### src/rtl/uart_tx_core.sv
// UART transmitter: 1 start bit, NBITS data bits LSB first, 1 stop bit,
// each bit lasting OS_TICKS oversampling ticks; pops bytes from a FWFT FIFO.
module uart_tx_core #(
    parameter int unsigned NBITS    = 8,
    parameter int unsigned OS_TICKS = 16
) (
    input  logic             clk,
    input  logic             rst_n,
    input  logic             tx_tick,
    input  logic             tx_fifo_empty,
    input  logic [NBITS-1:0] tx_din,
    output logic             tx_fifo_rd,
    output logic             tx,
    output logic             tx_busy,
    output logic             tx_done
);

    localparam int unsigned OS_W  = (OS_TICKS > 1) ? $clog2(OS_TICKS) : 1;
    localparam int unsigned BIT_W = (NBITS > 1) ? $clog2(NBITS) : 1;

    typedef enum logic [1:0] {
        IDLE  = 2'd0,
        START = 2'd1,
        DATA  = 2'd2,
        STOP  = 2'd3
    } state_e;

    state_e             state_q, state_d;
    logic [OS_W-1:0]    os_count_q, os_count_d;
    logic [BIT_W-1:0]   bit_count_q, bit_count_d;
    logic [NBITS-1:0]   shreg_q, shreg_d;
    logic               tx_q, tx_d;
    logic               tx_done_q, tx_done_d;
    logic               bit_end;

    // A bit ends on the tick that sees the last oversampling slot
    assign bit_end = tx_tick && (os_count_q == OS_W'(OS_TICKS - 1));

    always_comb begin
        state_d     = state_q;
        os_count_d  = os_count_q;
        bit_count_d = bit_count_q;
        shreg_d     = shreg_q;
        tx_done_d   = 1'b0;
        tx_fifo_rd  = 1'b0;
        tx_d        = 1'b1;

        unique case (state_q)
            IDLE: begin
                // Ticks in the pop cycle are deliberately not counted
                if (!tx_fifo_empty) begin
                    tx_fifo_rd = rst_n;
                    shreg_d    = tx_din;
                    os_count_d = '0;
                    state_d    = START;
                end
            end
            START: begin
                if (bit_end) begin
                    os_count_d  = '0;
                    bit_count_d = '0;
                    state_d     = DATA;
                end else if (tx_tick) begin
                    os_count_d = os_count_q + OS_W'(1);
                end
            end
            DATA: begin
                if (bit_end) begin
                    shreg_d    = shreg_q >> 1;
                    os_count_d = '0;
                    if (bit_count_q == BIT_W'(NBITS - 1)) begin
                        state_d = STOP;
                    end else begin
                        bit_count_d = bit_count_q + BIT_W'(1);
                    end
                end else if (tx_tick) begin
                    os_count_d = os_count_q + OS_W'(1);
                end
            end
            STOP: begin
                if (bit_end) begin
                    os_count_d = '0;
                    tx_done_d  = 1'b1;
                    state_d    = IDLE;
                end else if (tx_tick) begin
                    os_count_d = os_count_q + OS_W'(1);
                end
            end
            default: state_d = IDLE;
        endcase

        // Line level follows the next state so it switches with the state
        unique case (state_d)
            START:   tx_d = 1'b0;
            DATA:    tx_d = shreg_d[0];
            default: tx_d = 1'b1;
        endcase
    end

    always_ff @(posedge clk) begin
        if (!rst_n) begin
            state_q     <= IDLE;
            os_count_q  <= '0;
            bit_count_q <= '0;
            shreg_q     <= '0;
            tx_q        <= 1'b1;
            tx_done_q   <= 1'b0;
        end else begin
            state_q     <= state_d;
            os_count_q  <= os_count_d;
            bit_count_q <= bit_count_d;
            shreg_q     <= shreg_d;
            tx_q        <= tx_d;
            tx_done_q   <= tx_done_d;
        end
    end

    assign tx      = tx_q;
    assign tx_done = tx_done_q;
    assign tx_busy = (state_q != IDLE);

endmodule

### config.mk
export PLATFORM = sky130hd
export DESIGN_NAME = uart_tx_core
export DESIGN_NICKNAME = d
export VERILOG_FILES = /design/src/rtl/uart_tx_core.sv
export SDC_FILE = /design/constraint.sdc
export NUM_CORES = 1
export LEC_CHECK = 0
export BUFFER_PORTS_ARGS = -buffer_cell sky130_fd_sc_hd__buf_2
export CELL_PAD_IN_SITES_DETAIL_PLACEMENT = 1
export CELL_PAD_IN_SITES_GLOBAL_PLACEMENT = 1
export CORE_UTILIZATION = 43
export DETAILED_ROUTE_END_ITERATION = 12
export GPL_TIMING_DRIVEN = 1
export PLACE_DENSITY_LB_ADDON = 0.1
export SKIP_LAST_GASP = 1
export SYNTH_ARGS = -nofsm -noshare
export SYNTH_HDL_FRONTEND = slang
export SYNTH_SLANG_ARGS = --single-unit
### constraint.sdc
create_clock -name clk -period 5 [get_ports clk]
set_input_delay 0.5 -clock clk [delete_from_list [all_inputs] [get_ports clk]]
set_output_delay 0.5 -clock clk [all_outputs]
set_load 0.01 [all_outputs]
Yosys cells after proc, flatten, opt, wreduce, memory -nomap -nowiden
Cells that the tools add are included. W data, S select, Z words.

Word-level logic and storage cells: 52. Flip-flop bits (word level): 19. Input bits: 12. Output and inout port bits: 4.

Mux-type cells: 21. Reductions and logical operators: 10. Eq/ne operators: 12. Add/sub/neg operators: 2.

Operators with widths (count): $mux W8 (2); $pmux W8 S2 (1); $mux W4 (3); $mux W2 (5); $mux W3 (3); $ne A2 B2 Y1 const B (4); $pmux W2 S4 (1); $pmux W4 S2 (1); $eq A2 B2 Y1 const B (3); $pmux W3 S2 (1); $reduce_bool A2 Y1 (3); $add A4 B1 Y4 const B (1); $eq A2 B1 Y1 const B (2); $eq A4 B4 Y1 const B (1); $reduce_and A2 Y1 (2); $reduce_and A4 Y1 (1); $add A3 B1 Y3 const B (1); $eq A3 B3 Y1 const B (1); $mux W1 (3); $ne A3 B1 Y1 const B (1); $reduce_and A3 Y1 (1); $reduce_or A3 Y1 (1); $logic_not A2 Y1 (1); $pmux W1 S2 (1); $logic_and A1 B1 Y1 (1).

Logic depth before layout (Yosys ltp)
Gate-level depths: netlist of the first run.

Word-level depth: 6. Gate-level depth with buffers: 7. Gate-level depth less buffers: 6.

Worst setup path after synthesis of the first run
Ideal clock, no wire load.

Kind: in2out. Start point: in tx_fifo_empty. End point: out tx_fifo_rd. Stages: 3. Arrival: 1.180 ns. Slack: 3.320 ns. Required time: 4.500 ns. Path through: nor3_2 > buf_2 > and2_1.

Cells in the longest elaborated chain, start to end: 2.

RTL lines: from (decl) (RTL line 10) `input logic tx_fifo_empty,`; $mux W1 (RTL line 51) `if (!tx_fifo_empty) begin`; $mux W1 (RTL line 48) `unique case (state_q)`; to (decl) (RTL line 12) `output logic tx_fifo_rd,`.

No other way between the ends.

Worst setup path after layout of the first run
Start point: reg state_q[1]. End point: out tx_fifo_rd.

Cells in the longest elaborated chain, start to end: 2.

RTL lines: from (decl) (RTL line 28) `state_e state_q, state_d;`; from (signal assigned) (RTL line 109) `state_q <= state_d;`; $logic_not A2 Y1 (RTL line 48); $mux W1 (RTL line 48).

No other way between the ends.

==> qor.csv, run 1 <==
stage;metric;value;unit
drt;vias post-DR;796;
placement;post-DP HPWL;1350;um
critical_path;crit-path max cell delay;0.74;ns
synthesis;adder-cell share of the synthesized area;3.93;%
clock_tree;TritonCTS buffer count;3;
synthesis;syn_nets;124;
finish;ANT cells;0;
sta;period utilization;46.4;%
clock_tree;Sink Count;19;
sta;Period minus WS final;2.32;ns
clock_tree;PostCTS Resize Cnt;0;
min_path;Hold Crit Class;in -> reg;
critical_path;CP startpoint kind;flop;
global_routing;gr usage total;18.0;%
drt;drt total wl;1930;um
sta;Rel. slew slack;42.7;%
min_path;WHS Path Cells;3;
clock_tree;Clock Tree Buf Depth;2;
global_routing;first-pass GRT wire length;3370;um
die;die span in y;49.1;um
synthesis;mux cell area share after synthesis;0;%
synthesis;complex-gate fraction of the synthesized area;25.2;%
synthesis;register area share after synthesis;39.8;%
synthesis;main combinational cell family by area after synthesis;compound AO/OA/AOI/OAI gates;
finish;share of cells above drive strength 1;19.2;%
finish;Final Non-Filler Cells;147;
clock_tree;clock slew at reported path FFs;0.11;ns
finish;cell area after layout;1030;sq um
sta;Final Hold Vio Count;0;
die;Initial Util;47.2;%
synthesis;Synth Instances;109;
power_and_ir_drop;P_leak;0.000402;uW
clock_tree;worst skew pair latency;0.29;ns
synthesis;Syn Area/Cell;8.76;sq um
sta;maximum clock rate;0.431;GHz
synthesis;Synth area leader;dfxtp_1;
die;die area;2410;sq um
die;Die X-Extent;49.1;um
critical_path;Worst Reg-to-Reg Cells;5;
global_routing;initial antenna violation count;0;
clock_tree;H-tree Lvls;1;
critical_path;Setup crit end kind;primary output;
critical_path;crit-path leading delay family;simple AND/OR/NAND/NOR gates;
clock_tree;number of hold buffers added after cts;0;
placement;Placed Instance Area;1010;sq um
critical_path;crit path kind;reg -> out;
power_and_ir_drop;PwrDens;255;nW/um^2
finish;Final #Nets;136;
synthesis;synthesis-stage register bit count;19;
sta;Slew @ Worst Pin;0.854;ns
synthesis;synth warn;0;
critical_path;critical path required time;4.50;ns
drt;drt initial violations;9;
drt;Routed Antenna Nets;0;
placement;DP Cell Count;143;
synthesis;simple logic cell fraction of the synthesized area;22.7;%
power_and_ir_drop;Worst VDD drop;0.137;mV
die;core area;2020;sq um
finish;Area Overhead vs Synth;8.39;%
critical_path;WP data arrival;1.82;ns
drt;# DRC;0;
clock_tree;# Post-CTS Setup Buffers;0;
drt;drt first pass iters;4;
sta;clk_skew;0.00826;ns
global_routing;pin count of the biggest net entering global routing;22;
critical_path;Slowest cell on crit path;nor3_2;
global_routing;vias in the first global route;816;
die;IO Count;16;
drt;WL per Instance;13.1;um
die;row count;16;
global_routing;grt ovf;0;
synthesis;synth top area cells;dfxtp_1 40%, a21boi_0 6.3%, nand2_1 6.3%;
critical_path;Worst path depth;3;
synthesis;Post-Syn Area;955;sq um
sta;Setup Viol. Count Final;0;
sta;Final TNS setup;0;ns
critical_path;Worst Path Buf+Inv;1;
placement;Final Wtd Congestion;0.737;
synthesis;Post-Synth XOR/XNOR Area;1.83;%
outcome;status;completed;
clock_tree;CTS tree;done;
critical_path;CP cell instances;nor3_2 -> and2_1 -> buf_2;
drt;Vias/cell;5.41;
synthesis;Unique masters post-synth;35;
synthesis;top-area cell type share of the netlist area;39.8;%
sta;Max Slew Vio Count;0;
clock_tree;clock root buffer;clkbuf_4;
critical_path;Critical Path Fanout Max;15;
placement;IO Port Bufs;15;
run;max cap viols;0;
sta;RSZ-0062 raised after global routing;false;
-- synthesized netlist by cell type --
cell and number:
or2_2 1, a21oi_1 7, buf_2 2, o21ai_0 3
or3b_1 2, buf_6 2, a21boi_1 2, a32oi_1 1
a21boi_0 8, a211o_1 1, nor2b_1 4, nor3b_1 1
xor2_1 1, o21ai_1 1, and2_4 1, buf_4 2
nor3_1 1, nand2_1 16, inv_1 2, ha_1 3
nor3_2 1, a22oi_1 7, o2111ai_1 2, o21a_1 1
and2_1 3, nor3b_2 1, nor2b_2 1, nor2_1 6
a2bb2oi_1 1, clkbuf_1 2, dfxtp_1 19, a31oi_1 1
and4_1 1, xnor2_1 1, nand3_1 1
-- where the power goes --
part	total (uW)	leakage [uW]	switching [uW]	internal [uW]
clock	76.0	0.0000150	45.1	31.0
combinational	27.3	0.000232	14.5	12.8
sequential	161	0.000155	3.93	157
total	264	0.000402	63.5	200
-- per-layer routing --
layer	vias to the layer above	wire length, um	track usage, %
met1	379	909	20.5
li1	407	-	-
met2	8	963	32.9
met5	-	0	0
met4	0	14	7.35
met3	2	39	2.80
-- cell usage in the layout (no fill, tap or decap), types with 3 or more instances in the layout --
cell type and count:
a21boi_0 8, a21oi_1 7, a22oi_1 7, and2_1 3, buf_2 15, clkbuf_4 3
dfxtp_1 19, ha_1 3, nand2_1 16, nor2_1 6, nor2b_1 4, o21ai_0 3
-- metrics by stage --
stage,hold WS [ns],total power [uW],util (%),setup slack [ns]
floorplan,0.443,182,-,3.32
global placement,0.452,190,49.9,2.83
detailed placement,0.461,191,49.9,2.83
CTS,0.440,268,51.2,2.68
global route,0.427,281,51.2,2.55
finish,0.441,264,51.2,2.68
-- worst paths after layout --
path,start,end,slack (ns)
worst max-delay path,state_q[1],tx_fifo_rd,2.68
worst min-delay path,tx_din[7],shreg_q[7],0.44
worst max register to register,os_count_q[0],bit_count_q[0],3.17
worst min register to register,shreg_q[5],shreg_q[5],0.47
-- worst register-to-register path: stages (launching register included) --
cell,delay [ns]
dfxtp_1,0.39
ha_1,0.18
and4_1,0.45
o21ai_1,0.20
or3b_1,0.41
a21boi_1,0.13
-- logic make-up (layout without fill, tap and decap cells) --
kind of cell    count (synthesis)  count (layout)
compound gates                 35              35
buf+inv                        10              21
fa+ha+maj                       3               3
flops                          19              19
simple gates                   40              40
xor+xnor                        2               2
-- registers in the layout, indices dropped and copies added (netlist names) --
register,cells
bit_count_q,3
tx_done,1
shreg_q,8
os_count_q,4
tx,1
state_q,2
-- final cells by class --
| type | count | area (sq um) |
|---|---|---|
| fillers | 258 | 987 |
| multi-input cells | 80 | 512 |
| flip-flops and latches | 19 | 380 |
| repair buffers | 15 | 75.1 |
| well taps | 27 | 33.8 |
| clock buffers | 4 | 26.3 |
| inverters | 2 | 7.51 |
Note: power is estimated with default switching activity, not from simulation.
==> run 2: changes to the inputs <==
Settings changed: CORE_UTILIZATION 43 to 36.
Clock period 5 ns to 2.03 ns, I/O delays scaled along.
==> qor.csv, run 2 (same netlist as run 1, synthesis figures left out) <==
stage;metric;value;unit;change
outcome;status;completed;;
clock_tree;CTS tree;done;;
sta;clk_skew;0.00123;ns;-0.00704 ns
clock_tree;H-tree Lvls;1;;unchanged
critical_path;crit-path max cell delay;0.43;ns;-0.31 ns
drt;drt initial violations;4;;-5
drt;Vias/cell;5.09;;-6.1%
critical_path;WP data arrival;2.05;ns;+0.23 ns
critical_path;critical path required time;2.26;ns;-2.24 ns
clock_tree;Sink Count;19;;unchanged
finish;cell area after layout;1050;sq um;+1.9%
die;die area;2860;sq um;+19%
critical_path;crit path kind;reg -> reg;;
placement;DP Worst Slack;0.221;ns;-2.61 ns
sta;Final Hold Vio Count;0;;unchanged
global_routing;pin count of the biggest net entering global routing;22;;unchanged
drt;WL per Instance;13.3;um;+1.4%
sta;Setup Viol. Count Final;0;;unchanged
critical_path;Worst Reg-to-Reg Cells;5;;unchanged
clock_tree;number of hold buffers added after cts;0;;unchanged
die;die span in y;53.5;um;+8.9%
die;core area;2500;sq um;+24%
finish;most common cell after layout, fill and taps aside;dfxtp_1;;
global_routing;vias in the first global route;740;;-9.3%
drt;drt first pass iters;4;;unchanged
finish;area of the multi-input gates;512;sq um;unchanged
power_and_ir_drop;Comb power frac;10.9;%;+0.5 points
critical_path;worst r2r src;os_count_q[0];;
drt;Routed Antenna Nets;0;;unchanged
global_routing;initial antenna violation count;0;;unchanged
drt;vias post-DR;773;;-2.9%
clock_tree;PostCTS Resize Cnt;0;;unchanged
drt;# DRC;0;;unchanged
sta;hold_ws;0.129;ns;-0.312 ns
global_routing;grt ovf;0;;unchanged
finish;Seq. cell area;380;sq um;unchanged
finish;Final #Nets;138;;+1.5%
critical_path;Critical Path Fanout Max;12;;-3
die;IO Count;16;;unchanged
power_and_ir_drop;sequential share of power;60.3;%;-0.5 points
global_routing;first-pass GRT wire length;3390;um;+0.59%
power_and_ir_drop;Overall Power;656;uW;+150%
sta;maximum clock rate;0.550;GHz;
power_and_ir_drop;Sw Pwr;162;uW;+150%
clock_tree;TritonCTS buffer count;3;;unchanged
critical_path;CP endpoint;bit_count_q[0];;
power_and_ir_drop;Power Internal;494;uW;+150%
die;Initial Util;38.2;%;-9.0 points
clock_tree;Clock Tree Buf Depth;2;;unchanged
power_and_ir_drop;PwrDens;621;nW/um^2;+140%
critical_path;Slowest cell on crit path;and4_1;;
min_path;Hold Crit Class;in -> reg;;
clock_tree;# Post-CTS Setup Buffers;0;;unchanged
power_and_ir_drop;switching share of power;24.7;%;+0.60 points
drt;drt total wl;2020;um;+4.8%
placement;IO Port Bufs;15;;unchanged
global_routing;gr usage total;17.0;%;-1.0 points
finish;ANT cells;0;;unchanged
sta;Max Slew Vio Count;0;;unchanged
clock_tree;clock root buffer;clkbuf_4;;
die;row count;18;;+2
die;Die X-Extent;53.5;um;+8.9%
power_and_ir_drop;part of the power in the clock network;28.8;%;about the same
run;max cap viols;0;;unchanged
clock_tree;worst skew pair latency;0.29;ns;about the same
critical_path;Worst path depth;5;;+2
sta;RSZ-0062 raised after global routing;false;;
sta;period utilization;89.6;%;
critical_path;CP cell instances;ha_1 -> and4_1 -> o21ai_1 -> or3b_1 -> a21boi_1;;
finish;number of flip-flops in the largest register;8;;unchanged
placement;Placed Instance Area;1030;sq um;+1.9%
finish;Reg with most FFs;shreg_q;;
clock_tree;clock slew at reported path FFs;0.10;ns;about the same
sta;Final TNS setup;0;ns;unchanged
critical_path;worst setup path start;os_count_q[0];;
sta;PnR worst setup slack;0.212;ns;-2.47 ns
sta;Period minus WS final;1.82;ns;
sta;Slew @ Worst Pin;0.549;ns;-0.305 ns
placement;post-DP HPWL;1500;um;+11%
placement;Final Wtd Congestion;0.762;;+3.4%
critical_path;crit-path leading delay family;simple AND/OR/NAND/NOR gates;;
finish;share of cells above drive strength 1;21.3;%;+2.1 points
power_and_ir_drop;P_leak;0.000415;uW;+3.2%
critical_path;Reg-to-Reg End;bit_count_q[0];;
finish;Area Overhead vs Synth;10.5;%;
critical_path;Setup crit end kind;flop;;
critical_path;Worst Path Buf+Inv;0;;-1
sta;Rel. slew slack;63.4;%;+21 points
critical_path;CP startpoint kind;flop;;
power_and_ir_drop;Worst VDD drop;0.345;mV;+150%
min_path;hold path startpoint;tx_din[7];;
finish;most frequent cells in the layout;19 x dfxtp_1, 16 x nand2_1, 15 x buf_2, 8 x a21boi_0;;
finish;fillcell total;308;;+19%
critical_path;R2R setup slack;0.21;ns;-2.96 ns
finish;Largest regs;shreg_q x8, os_count_q x4, bit_count_q x3;;
[run 2: cell count changes in the layout (fill, tap and decap cells not counted)]
cell      change
clkbuf_1      -1
clkinv_2      +1
buf_4         +2
[run 2: layout make-up]
type / instances / area share, %
Tap cell: 30 / 3.56
Sequential cell: 19 / 36.1
Timing Repair Buffer: 17 / 8.54
Multi-Input combinational cell: 80 / 48.5
Clock inverter: 1 / 0.474
Inverter: 2 / 0.712
Clock buffer: 3 / 2.14
[run 2: how the worst min path moves through the flow]
stage | depth (start not counted) | end | slack (ns)
2_1_floorplan | 2 | shreg_q[7] | 0.34
3_3_place_gp | 3 | shreg_q[7] | 0.44
3_5_place_dp | 3 | shreg_q[7] | 0.45
4_1_cts | 3 | shreg_q[7] | 0.12
5_1_grt | 3 | shreg_q[7] | 0.12
6_report | 3 | shreg_q[7] | 0.13
[run 2: worst register-to-register path, stage by stage (launching register included)]
cell	delay, ns
dfxtp_1	0.40
ha_1	0.19
and4_1	0.43
o21ai_1	0.20
or3b_1	0.40
a21boi_1	0.13
[run 2: per-layer routing]
| metal | GRT usage, % | wire length [um] |
|---|---|---|
| met1 | 21.1 | 1010 |
| met2 | 26.9 | 937 |
| met3 | 6.03 | 58 |
| met4 | 5.26 | 19 |
| met5 | 0 | 0 |
[run 2: through the flow]
| step | util, % | std cells |
|---|---|---|
| 3_3_place_gp | 41.1 | 148 |
| 5_1_grt | 42.2 | 152 |
| 3_5_place_dp | 41.1 | 148 |
| 4_1_cts | 42.2 | 152 |
| 6_report | 42.2 | 152 |
| 2_1_floorplan | - | 109 |
[run 2: power by group through the flow]
stage                     Sequential, uW  Clock [uW]  Combinational (uW)
after global routing                 398         213                80.9
after global placement               403           0                71.2
after floorplan                      400           0                48.6
after detailed placement             404           0                72.6
after CTS                            396         201                72.9
final                                395         189                71.4
==> run 3: changes to the inputs <==
Settings changed: PLACE_DENSITY_LB_ADDON 0.1 to 0.15.
==> qor.csv, run 3 (same netlist as run 1, synthesis figures left out) <==
stage;metric;value;unit;change
outcome;status;completed;;
critical_path;crit path kind;reg -> reg;;
drt;Routed Antenna Nets;0;;unchanged
global_routing;vias in the first global route;825;;+11%
finish;ANT cells;0;;unchanged
critical_path;Worst Path Buf+Inv;0;;unchanged
placement;Final Wtd Congestion;0.800;;+5.0%
critical_path;CP cell instances;ha_1 -> and4_1 -> o21ai_1 -> or3b_1 -> a21boi_1;;
placement;post-DP HPWL;1470;um;-1.6%
clock_tree;Sink Count;19;;unchanged
placement;IO Port Bufs;15;;unchanged
finish;fillcell total;293;;-4.9%
global_routing;first-pass GRT wire length;3410;um;+0.41%
clock_tree;clock slew at reported path FFs;0.11;ns;about the same
critical_path;Setup crit end kind;flop;;
clock_tree;TritonCTS buffer count;3;;unchanged
clock_tree;PostCTS Resize Cnt;0;;unchanged
clock_tree;worst skew pair latency;0.29;ns;about the same
clock_tree;H-tree Lvls;1;;unchanged
sta;Rel. slew slack;67.7;%;+4.3 points
critical_path;Critical Path Fanout Max;12;;unchanged
run;max cap viols;0;;unchanged
critical_path;crit-path leading delay family;simple AND/OR/NAND/NOR gates;;
die;Initial Util;38.2;%;unchanged
drt;vias post-DR;792;;+2.5%
die;die span in y;53.5;um;unchanged
finish;number of flip-flops in the largest register;8;;unchanged
drt;Vias/cell;5.21;;+2.5%
power_and_ir_drop;P_leak;0.000412;uW;-0.66%
sta;Slew @ Worst Pin;0.485;ns;-0.0641 ns
clock_tree;clock root buffer;clkbuf_4;;
die;IO Count;16;;unchanged
min_path;Hold Crit Class;in -> reg;;
critical_path;crit-path max cell delay;0.45;ns;+0.02 ns
die;row count;18;;unchanged
sta;hold_ws;0.148;ns;+0.0192 ns
finish;Final #Nets;138;;unchanged
sta;Max Slew Vio Count;0;;unchanged
placement;DP Cell Count;148;;unchanged
finish;most common cell after layout, fill and taps aside;dfxtp_1;;
critical_path;critical path required time;2.26;ns;about the same
critical_path;CP startpoint kind;flop;;
sta;Period minus WS final;1.80;ns;-0.0183 ns
global_routing;pin count of the biggest net entering global routing;22;;unchanged
sta;maximum clock rate;0.556;GHz;+1.0%
power_and_ir_drop;PwrDens;623;nW/um^2;+0.20%
finish;most frequent cells in the layout;19 x dfxtp_1, 16 x nand2_1, 15 x buf_2, 8 x a21boi_0;;
critical_path;WP data arrival;2.03;ns;-0.02 ns
finish;Largest regs;shreg_q x8, os_count_q x4, bit_count_q x3;;
drt;drt total wl;1940;um;-3.8%
finish;Reg with most FFs;shreg_q;;
die;die area;2860;sq um;unchanged
global_routing;gr usage total;16.6;%;-0.34 points
sta;RSZ-0062 raised after global routing;false;;
drt;drt initial violations;0;;-4
clock_tree;CTS tree;done;;
sta;Setup Viol. Count Final;0;;unchanged
sta;period utilization;88.6;%;-0.90 points
clock_tree;Clock Tree Buf Depth;2;;unchanged
drt;# DRC;0;;unchanged
global_routing;grt ovf;0;;unchanged
finish;Area Overhead vs Synth;10.4;%;
sta;Final TNS setup;0;ns;unchanged
die;core area;2500;sq um;unchanged
critical_path;Slowest cell on crit path;and4_1;;
finish;share of cells above drive strength 1;20.5;%;-0.82 points
finish;Final Non-Filler Cells;152;;unchanged
clock_tree;number of hold buffers added after cts;0;;unchanged
clock_tree;# Post-CTS Setup Buffers;0;;unchanged
drt;drt first pass iters;1;;-3
drt;WL per Instance;12.8;um;-3.8%
power_and_ir_drop;Worst VDD drop;0.360;mV;+4.2%
global_routing;initial antenna violation count;0;;unchanged
die;Die X-Extent;53.5;um;unchanged
sta;Final Hold Vio Count;0;;unchanged
sta;clk_skew;0.000865;ns;-0.000363 ns
==> run 3: cell types whose count changed in the layout (fill, tap and decap cells not counted) <==
cell,previous run,this run
clkbuf_1,0,1
clkinv_2,1,0
==> run 3: final timing paths <==
check / from / endpoint / slack [ns] / depth (start not counted)
hold reg to reg: shreg_q[5] / shreg_q[5] / 0.47 / 2
setup reg to reg: os_count_q[0] / bit_count_q[0] / 0.23 / 5
hold / removal: tx_din[7] / shreg_q[7] / 0.15 / 3
setup / recovery: os_count_q[0] / bit_count_q[0] / 0.23 / 5
==> run 3: routing by layer <==
metal / part of all wire (%) / GRT usage, % / vias to the layer above
li1: - / - / 408
met1: 48 / 19.7 / 373
met2: 49 / 28.3 / 9
met3: 2.3 / 2.59 / 2
met4: 0.51 / 8.77 / 0
met5: 0 / 0 / -
==> run 3: worst min-delay path, stage by stage <==
cell and delay, ns:
buf_2 0.09, nand2_1 0.05, a21boi_1 0.05
==> run 3: cell type report <==
| type | count | area [sq um] | share of cell area (%) |
|---|---|---|---|
| timing repair buffer | 17 | 90.1 | 8.55 |
| multi-input combinational | 80 | 512 | 48.6 |
| inverter | 2 | 7.51 | 0.713 |
| sequential | 19 | 380 | 36.1 |
| tap | 30 | 37.5 | 3.56 |
| clock buffer | 4 | 26.3 | 2.49 |
==> run 3: report_power, final <==
group | internal, uW | switching (uW)
logic | 34.8 | 37.0
registers | 386 | 9.09
clock network | 76.3 | 113
==> run 3: through the flow <==
stage	area [sq um]	util, %	setup WS, ns	total power, uW
6_report	1050	42.1	0.230	656
5_1_grt	1050	42.1	0.0824	696
4_1_cts	1050	42.1	0.224	669
3_5_place_dp	1030	41.1	0.253	477
3_3_place_gp	1030	41.1	0.338	474
2_1_floorplan	955	-	0.459	448
